===== src/rtl/notes_key_encoder.sv =====
// Note-key input path: synchronise and debounce eight one-hot keys, priority-encode
// each new press into the playback note index and queue it on a valid/ready stream.

module notes_key_lane #(
   parameter int DEBOUNCE_CYCLES = 4
) (
   input  logic clk,
   input  logic rst,
   input  logic key,
   output logic level
);
   localparam int CW = 8;
   localparam logic [CW-1:0] LAST = CW'(DEBOUNCE_CYCLES - 1);

   logic          sync1, sync2;
   logic [CW-1:0] cnt;

   always_ff @(posedge clk) begin
      if (rst) begin
         sync1 <= 1'b0;
         sync2 <= 1'b0;
         level <= 1'b0;
         cnt   <= '0;
      end else begin
         sync1 <= key;
         sync2 <= sync1;
         // A single agreeing sample restarts the stability count.
         if (sync2 == level) begin
            cnt <= '0;
         end else if (cnt == LAST) begin
            level <= sync2;
            cnt   <= '0;
         end else begin
            cnt <= cnt + 1'b1;
         end
      end
   end
endmodule

module notes_key_encoder #(
   parameter int DEBOUNCE_CYCLES = 4,
   parameter int FIFO_DEPTH      = 4
) (
   input  logic                          clk,
   input  logic                          rst,
   input  logic [7:0]                    key_in,
   output logic                          note_valid,
   input  logic                          note_ready,
   output logic [2:0]                    note_code,
   output logic                          note_multi,
   output logic [$clog2(FIFO_DEPTH):0]   fifo_count,
   output logic                          overflow,
   input  logic                          overflow_clr
);
   localparam int NUM_LANES = 8;
   localparam int AW        = $clog2(FIFO_DEPTH);
   localparam int CW        = AW + 1;

   typedef struct packed {
      logic       multi;
      logic [2:0] code;
   } entry_t;

   logic [NUM_LANES-1:0] level, level_q, press;
   logic [2:0]           enc_code;
   logic                 enc_multi;
   logic                 push_req, push, pop, full;
   logic [AW-1:0]        wr_ptr, rd_ptr;
   logic [CW-1:0]        count;
   entry_t               mem [FIFO_DEPTH];
   entry_t               head;

   genvar g;
   generate
      for (g = 0; g < NUM_LANES; g++) begin : g_lane
         notes_key_lane #(.DEBOUNCE_CYCLES(DEBOUNCE_CYCLES)) u_lane (
            .clk   (clk),
            .rst   (rst),
            .key   (key_in[g]),
            .level (level[g])
         );
      end
   endgenerate

   always_ff @(posedge clk) begin
      if (rst) level_q <= '0;
      else     level_q <= level;
   end

   // Only rising debounced levels are presses; releases are ignored.
   assign press = level & ~level_q;

   always_comb begin
      enc_code = 3'd0;
      for (int i = NUM_LANES - 1; i >= 0; i--) begin
         if (press[i]) enc_code = 3'(i);
      end
   end

   assign enc_multi = (press & (press - 8'd1)) != '0;
   assign push_req  = |press;
   assign full      = (count == CW'(FIFO_DEPTH));
   assign pop       = note_valid & note_ready;
   assign push      = push_req & (~full | pop);

   always_ff @(posedge clk) begin
      if (push) mem[wr_ptr] <= '{multi: enc_multi, code: enc_code};
   end

   always_ff @(posedge clk) begin
      if (rst) begin
         wr_ptr   <= '0;
         rd_ptr   <= '0;
         count    <= '0;
         overflow <= 1'b0;
      end else begin
         if (push) wr_ptr <= wr_ptr + 1'b1;
         if (pop)  rd_ptr <= rd_ptr + 1'b1;
         case ({push, pop})
            2'b10:   count <= count + 1'b1;
            2'b01:   count <= count - 1'b1;
            default: count <= count;
         endcase
         // A dropped press wins over a same-cycle clear.
         if (push_req && full && !pop) overflow <= 1'b1;
         else if (overflow_clr)        overflow <= 1'b0;
      end
   end

   assign head       = mem[rd_ptr];
   assign note_valid = (count != '0);
   assign note_code  = note_valid ? head.code  : 3'd0;
   assign note_multi = note_valid ? head.multi : 1'b0;
   assign fifo_count = count;
endmodule


===== config.mk =====
export PLATFORM = sky130hd
export DESIGN_NAME = notes_key_encoder
export DESIGN_NICKNAME = d
export VERILOG_FILES = /design/src/rtl/notes_key_encoder.sv
export SDC_FILE = /design/constraint.sdc
export NUM_CORES = 1
export LEC_CHECK = 0
export CAP_MARGIN = 20
export CORE_MARGIN = 2
export CORE_UTILIZATION = 30
export CTS_CLUSTER_DIAMETER = 50
export DETAILED_ROUTE_END_ITERATION = 10
export GPL_ROUTABILITY_DRIVEN = 0
export GPL_TIMING_DRIVEN = 0
export REMOVE_ABC_BUFFERS = 1
export SYNTH_ARGS = -nofsm -noshare
export SYNTH_HDL_FRONTEND = slang
export SYNTH_HIERARCHICAL = 1
export SYNTH_SLANG_ARGS = --single-unit

===== constraint.sdc =====
create_clock -name clk -period 3.9 [get_ports clk]
set_input_delay 0.78 -clock clk [delete_from_list [all_inputs] [get_ports clk]]
set_output_delay 0.78 -clock clk [all_outputs]
set_load 0.02 [all_outputs]

# After elaboration in Yosys (flattened, before gate mapping)
# Memories as Yosys holds them, arrays and structs flattened. A register that Yosys moved wholly into a read port is not among the register bits.
# Index checks and enable logic that the tools add are counted.
[op_classes]
n_addsub = 13
n_eq_ne = 19
n_mux = 17
bitwise = 15
n_reduce_logical = 24
[op_table]
columns = ["op", "count"]
rows = [
  ["8-bit by 1-bit adder with 8-bit output, second input constant", 8],
  ["8-bit by 2-bit == test with 1-bit output, second input constant", 8],
  ["3-bit two-way mux", 9],
  ["3-bit OR reduction", 8],
  ["8-bit bitwise AND", 2],
  ["2-bit AND reduction", 8],
  ["1-bit NOT", 9],
  ["1-bit == test", 8],
  ["8-bit NOT", 1],
  ["8-bit nonzero test", 1],
  ["8-bit OR reduction", 1],
  ["8-bit by 1-bit subtractor with 8-bit output, second input constant", 1],
  ["3-bit one-hot mux with 2 select lines", 1],
  ["1-bit two-way mux", 5],
  ["2-bit by 1-bit adder with 2-bit output, second input constant", 2],
  ["2-bit two-way mux", 2],
  ["2-bit nonzero test", 2],
  ["3-bit by 1-bit adder with 3-bit output, second input constant", 1],
  ["3-bit == test, second input constant", 1],
  ["3-bit nonzero test", 1],
  ["3-bit by 1-bit subtractor with 3-bit output, second input constant", 1],
  ["1-bit bitwise AND", 2],
  ["2-bit by 1-bit == test with 1-bit output, second input constant", 1],
  ["2-bit == test, second input constant", 1],
  ["3 further kinds", 4],
]
[totals]
ff_bits = 104
ramBits = 16
in_bits = 12
out_inout_bits = 9
word_cells = 126
n_memories = 1
[memory_table]
columns = ["memory", "depth", "word_bits", "read_ports", "rd_ports_with_merged_regs", "write_ports", "line", "text"]
rows = [
  ["mem", 4, 4, 1, 1, 1, "70", "entry_t mem [FIFO_DEPTH];"],
]

# Depth between registers and ports, before layout
[logic_depth]
depth_word = 10
mapped_depth = 9
ltp_nobuf = 8

# Hierarchy
# The synthesis kept the hierarchy.
[by_module_without_submodules]
columns = ["mod", "instances", "cells_per_inst", "area_per_inst_um2", "seq_area_each_um2"]
rows = [
  ["notes_key_lane", 8, 49, 440.4, 220.2],
  ["notes_key_encoder", 1, 127, 1525.2, 840.8],
]

# Worst setup path after synthesis
# No wires, ideal clock.
[synth_timing]
path_kind = "reg-to-reg"
start = "register count[0] (netlist: fifo_count[0])"
end = "register count[2] (netlist: fifo_count[2])"
setup_time_ns = 0.123
arrival_ns = 2.169
required_ns = 3.777
path_slack_ns = 1.608
path_stages_with_launch = 10
n_path_buf = 1
synth_period_minus_slack_ns = 2.292
cell_sequence = "dfxtp_1 or3_1 buf_2 and2_4 and3_4 inv_1 fa_1 nor3_2 a22oi_2 mux2_1"
[synth_between]
elab_chain_cells = 6
word_cells_on_any_way = 12
classes_between = "add/sub (2); eq/ne (3); mux (1); bitwise (4); reduce/logical (2)"
[synth_rtl]
columns = ["item", "line", "text"]
rows = [
  ["from (decl)", "69", "logic [CW-1:0] count;"],
  ["from (signal assigned)", "120", "2'b10: count <= count + 1'b1;"],
  ["from (signal assigned)", "121", "2'b01: count <= count - 1'b1;"],
  ["from (signal assigned)", "122", "default: count <= count;"],
  ["3-bit nonzero test *", "131", "assign note_valid = (count != '0);"],
  ["named net note_valid", "47", "output logic note_valid,"],
  ["1-bit bitwise AND *", "103", "assign pop = note_valid & note_ready;"],
  ["1-bit OR", "104", "assign push = push_req & (~full | pop);"],
  ["1-bit bitwise AND", "104", ""],
  ["2-bit by 1-bit == test with 1-bit output or 2-bit == test (tied branches)", "119", "case ({push, pop})"],
  ["3-bit one-hot mux with 2 select lines or 2-bit nonzero test (tied branches)", "-", ""],
]
# Mark *: on every way through the listed nets, which the timed path passes. The rest lies on a longest branch.
# A chain may end at the register's enable or synchronous reset.

==> out/qor.csv <==
metric,value,unit
status,finished clean,
Core Box Area,0.0165,sq mm
"Avg Cell Area, Syn",9.73,sq um
crit path buf inv count,1,
post-CTS resize count,0,
# fillers,1616,
post-synthesis register bit count,122,
critical path class,register to output pin,
CTS HTree Levels,4,
cells after synthesis,519,
die height,134,um
CP top delay family,multiplexers,
Tcrit/Tclk final,74.7,%
max_slew headroom,46.5,%
Worst-Margin Slew,0.792,ns
nets@finish,581,
setup violators final,0,
port bufs,20,
overall power,0.00288,W
num ports,21,
setup TNS,0,ns
"count leader, synth",dfxtp_1,
Final Hold Viols,0,
Starting Density,30.6,%
most area-consuming cells after synthesis,"dfxtp_1 (42%), edfxtp_1 (9.5%), xor2_1 (4.3%), or3_1 (4.2%), nor2_1 (4.0%)",
post-synth top area share,42.0,%
area delta synth->final,19.6,%
ys flop type,dfxtp_1,
worst vdd ir,0.346,mV
Slew Limit Fails,0,
total CTS buffers,17,
final worst path period need,2.91,ns
critical path depth in cells,3,
startpoint types,register,
CP required,3.12,ns
Final Skew,0.00548,ns
worst r2r path cells,8,
initial antenna violation count,0,
Static Leakage,2.08,nW
Via density,4.62,
power density cells,477,mW/mm^2
Hold Startpoint,g_lane[0].u_lane/sync1,
antenna diode count,0,
grt ovf,0,
Syn Std Cell Area,0.00505,sq mm
critical path data arrival time,2.13,ns
Hold Buf Count CTS,0,
met2 Resource Use GR,18.3,%
CP max-delay cell,mux4_2,
routed via count,3641,
CTS clock-pin slew for the worst setup and hold paths,0.05,ns
GRT Max-Usage Layer,met2,
Synth Warn #,6,
"slowest stage delay, CP",0.54,ns
r2r startpoint,g_lane[0].u_lane/level,
first-pass GRT wire length,15700,um
row count,47,
vias in the first global route,3567,
clk buf depth,2,
wire per inst,11.5,um
GR met3 Demand/Resource,3.88,%
"area leader, netlist",dfxtp_1,
DR pass1 iterations,4,
Root Buffer,clkbuf_16,
CP Capture Type,output pin,
Max-Cap Viols,0,
Tot GR Track Use,11.1,%
Worst Hold Class,register to register,
final WL,9060,um
Die Area,0.0179,sq mm
post-synth cell types,40,
Synth top cells by count,"dfxtp_1 (106), nor2_1 (54), inv_1 (37), a21oi_1 (35)",
# Post-CTS Setup Buffers,0,
DR iter-0 viols,207,
Max Fclk,343,MHz
RSZ-0062 raised after global routing,false,
crit path cell chain,mux4_2 -> and2_1 -> clkdlybuf4s50_1,
hold_ws,0.437,ns
"Seq/Total Area, Yosys",51.5,%
DIE WIDTH,134,um
pin count of the biggest net entering global routing,52,
grt met1 use,12.4,%
post-route ant nets,0,
share of layout cells above drive strength 1,9.51,%
DRC viols,0,
# clock sinks,122,
"FFs w/ async S/R, synth",0,%
Worst Path Max Fanout,4,
CTS tree,built,
clk_lat worst skew,0.41,ns
placed wire-length estimate,6400,um
worst hold path depth,1,
number of synthesized flops with an enable pin,16,
## area by class of cell
class	instances	area, sq um	share of cell area [%]
Clock buffer	28	497	8.23
Multi-Input combinational cell	357	2290	38.0
Timing Repair Buffer	21	215	3.56
Tap cell	220	275	4.56
Inverter	37	139	2.30
Sequential cell	122	2600	43.1
Clock inverter	3	15.0	0.249
## path summary, 6_finish.rpt
kind / endpoint / slack [ns]
setup / recovery: note_code[0] / 0.99
hold / removal: g_lane[0].u_lane/sync2 / 0.44
setup reg to reg: fifo_count[2] / 1.54
hold reg to reg: g_lane[0].u_lane/sync2 / 0.44
## logic make-up (layout without fill, tap and decap cells)
group	count (synthesis)	after routing	synth area share [%]
xor gates and xnor gates	35	35	6.07
AOI/OAI and AO/OA	85	85	9.34
muxes	8	8	2.65
adders and majority gates	14	14	3.57
and+or+nand+nor	215	215	23.8
DFF	122	122	51.5
buffers and inverters	40	89	3.00
## worst register-to-register path: stages, from the launching register on
cell and delay [ns]:
dfxtp_1 0.33, nor2b_1 0.18, nor4_2 0.40, and3_4 0.28, inv_1 0.05, fa_1 0.42
nor3_2 0.21, a22oi_2 0.07, mux2_1 0.31
## registers in the layout, summed over array words and instances (netlist names), named ones only
| signal | cells |
|---|---|
| g_lane.u_lane/sync1 | 8 |
| level_q | 8 |
| g_lane.u_lane/cnt | 64 |
| fifo_count | 3 |
| wr_ptr | 2 |
| mem | 16 |
| overflow | 1 |
| g_lane.u_lane/sync2 | 8 |
| g_lane.u_lane/level | 8 |
| rd_ptr | 2 |
## power by group
part | switching, W | total, W | internal [W] | leakage, nW
Sequential | 0.0000216 | 0.00132 | 0.00129 | 1.01
Clock | 0.000499 | 0.00135 | 0.000853 | 0.252
Combinational | 0.000107 | 0.000215 | 0.000108 | 0.826
Total | 0.000627 | 0.00288 | 0.00226 | 2.08
## layout by cell type, fill, tap and decap left out, types with 2 or more instances in the layout
cell             synthesis  routed
clkinv_2                 0       3
edfxtp_1                16      16
mux2_1                   3       3
o21ai_0                 34      34
clkbuf_1                 1       8
nand2b_1                 4       4
and2_1                   9       9
dfxtp_1                106     106
a21oi_1                 35      35
xnor2_1                 10      10
clkbuf_8                 0       3
a21oi_2                  2       2
mux4_2                   4       4
nand4_1                  8       8
or3_1                   34      34
nand2_1                 20      20
nor2b_1                 31      31
or3b_2                   8       8
or4_4                    8       8
nor2_1                  54      54
xor2_1                  25      25
clkdlybuf4s50_1          0      19
clkbuf_16                0      17
ha_1                    12      12
o211ai_1                 9       9
nand3_1                 32      32
inv_1                   37      37
## stage by stage
stage	cells	area [sq um]	worst slack, ns	utilization [%]
after floorplan	516	5040	1.57	-
after global placement	756	5510	0.588	33.4
after detailed placement	757	5530	0.960	33.4
after CTS	788	6040	0.939	36.5
after global routing	788	6040	0.863	36.5
final	788	6040	0.988	36.5
## per-layer routing
| layer | up-vias | share of wire [%] |
|---|---|---|
| li1 | 1871 | - |
| met1 | 1706 | 46 |
| met2 | 46 | 48 |
| met3 | 18 | 3.8 |
| met4 | 0 | 2.3 |
| met5 | - | 0 |
Power figures use the tool's default switching activity.
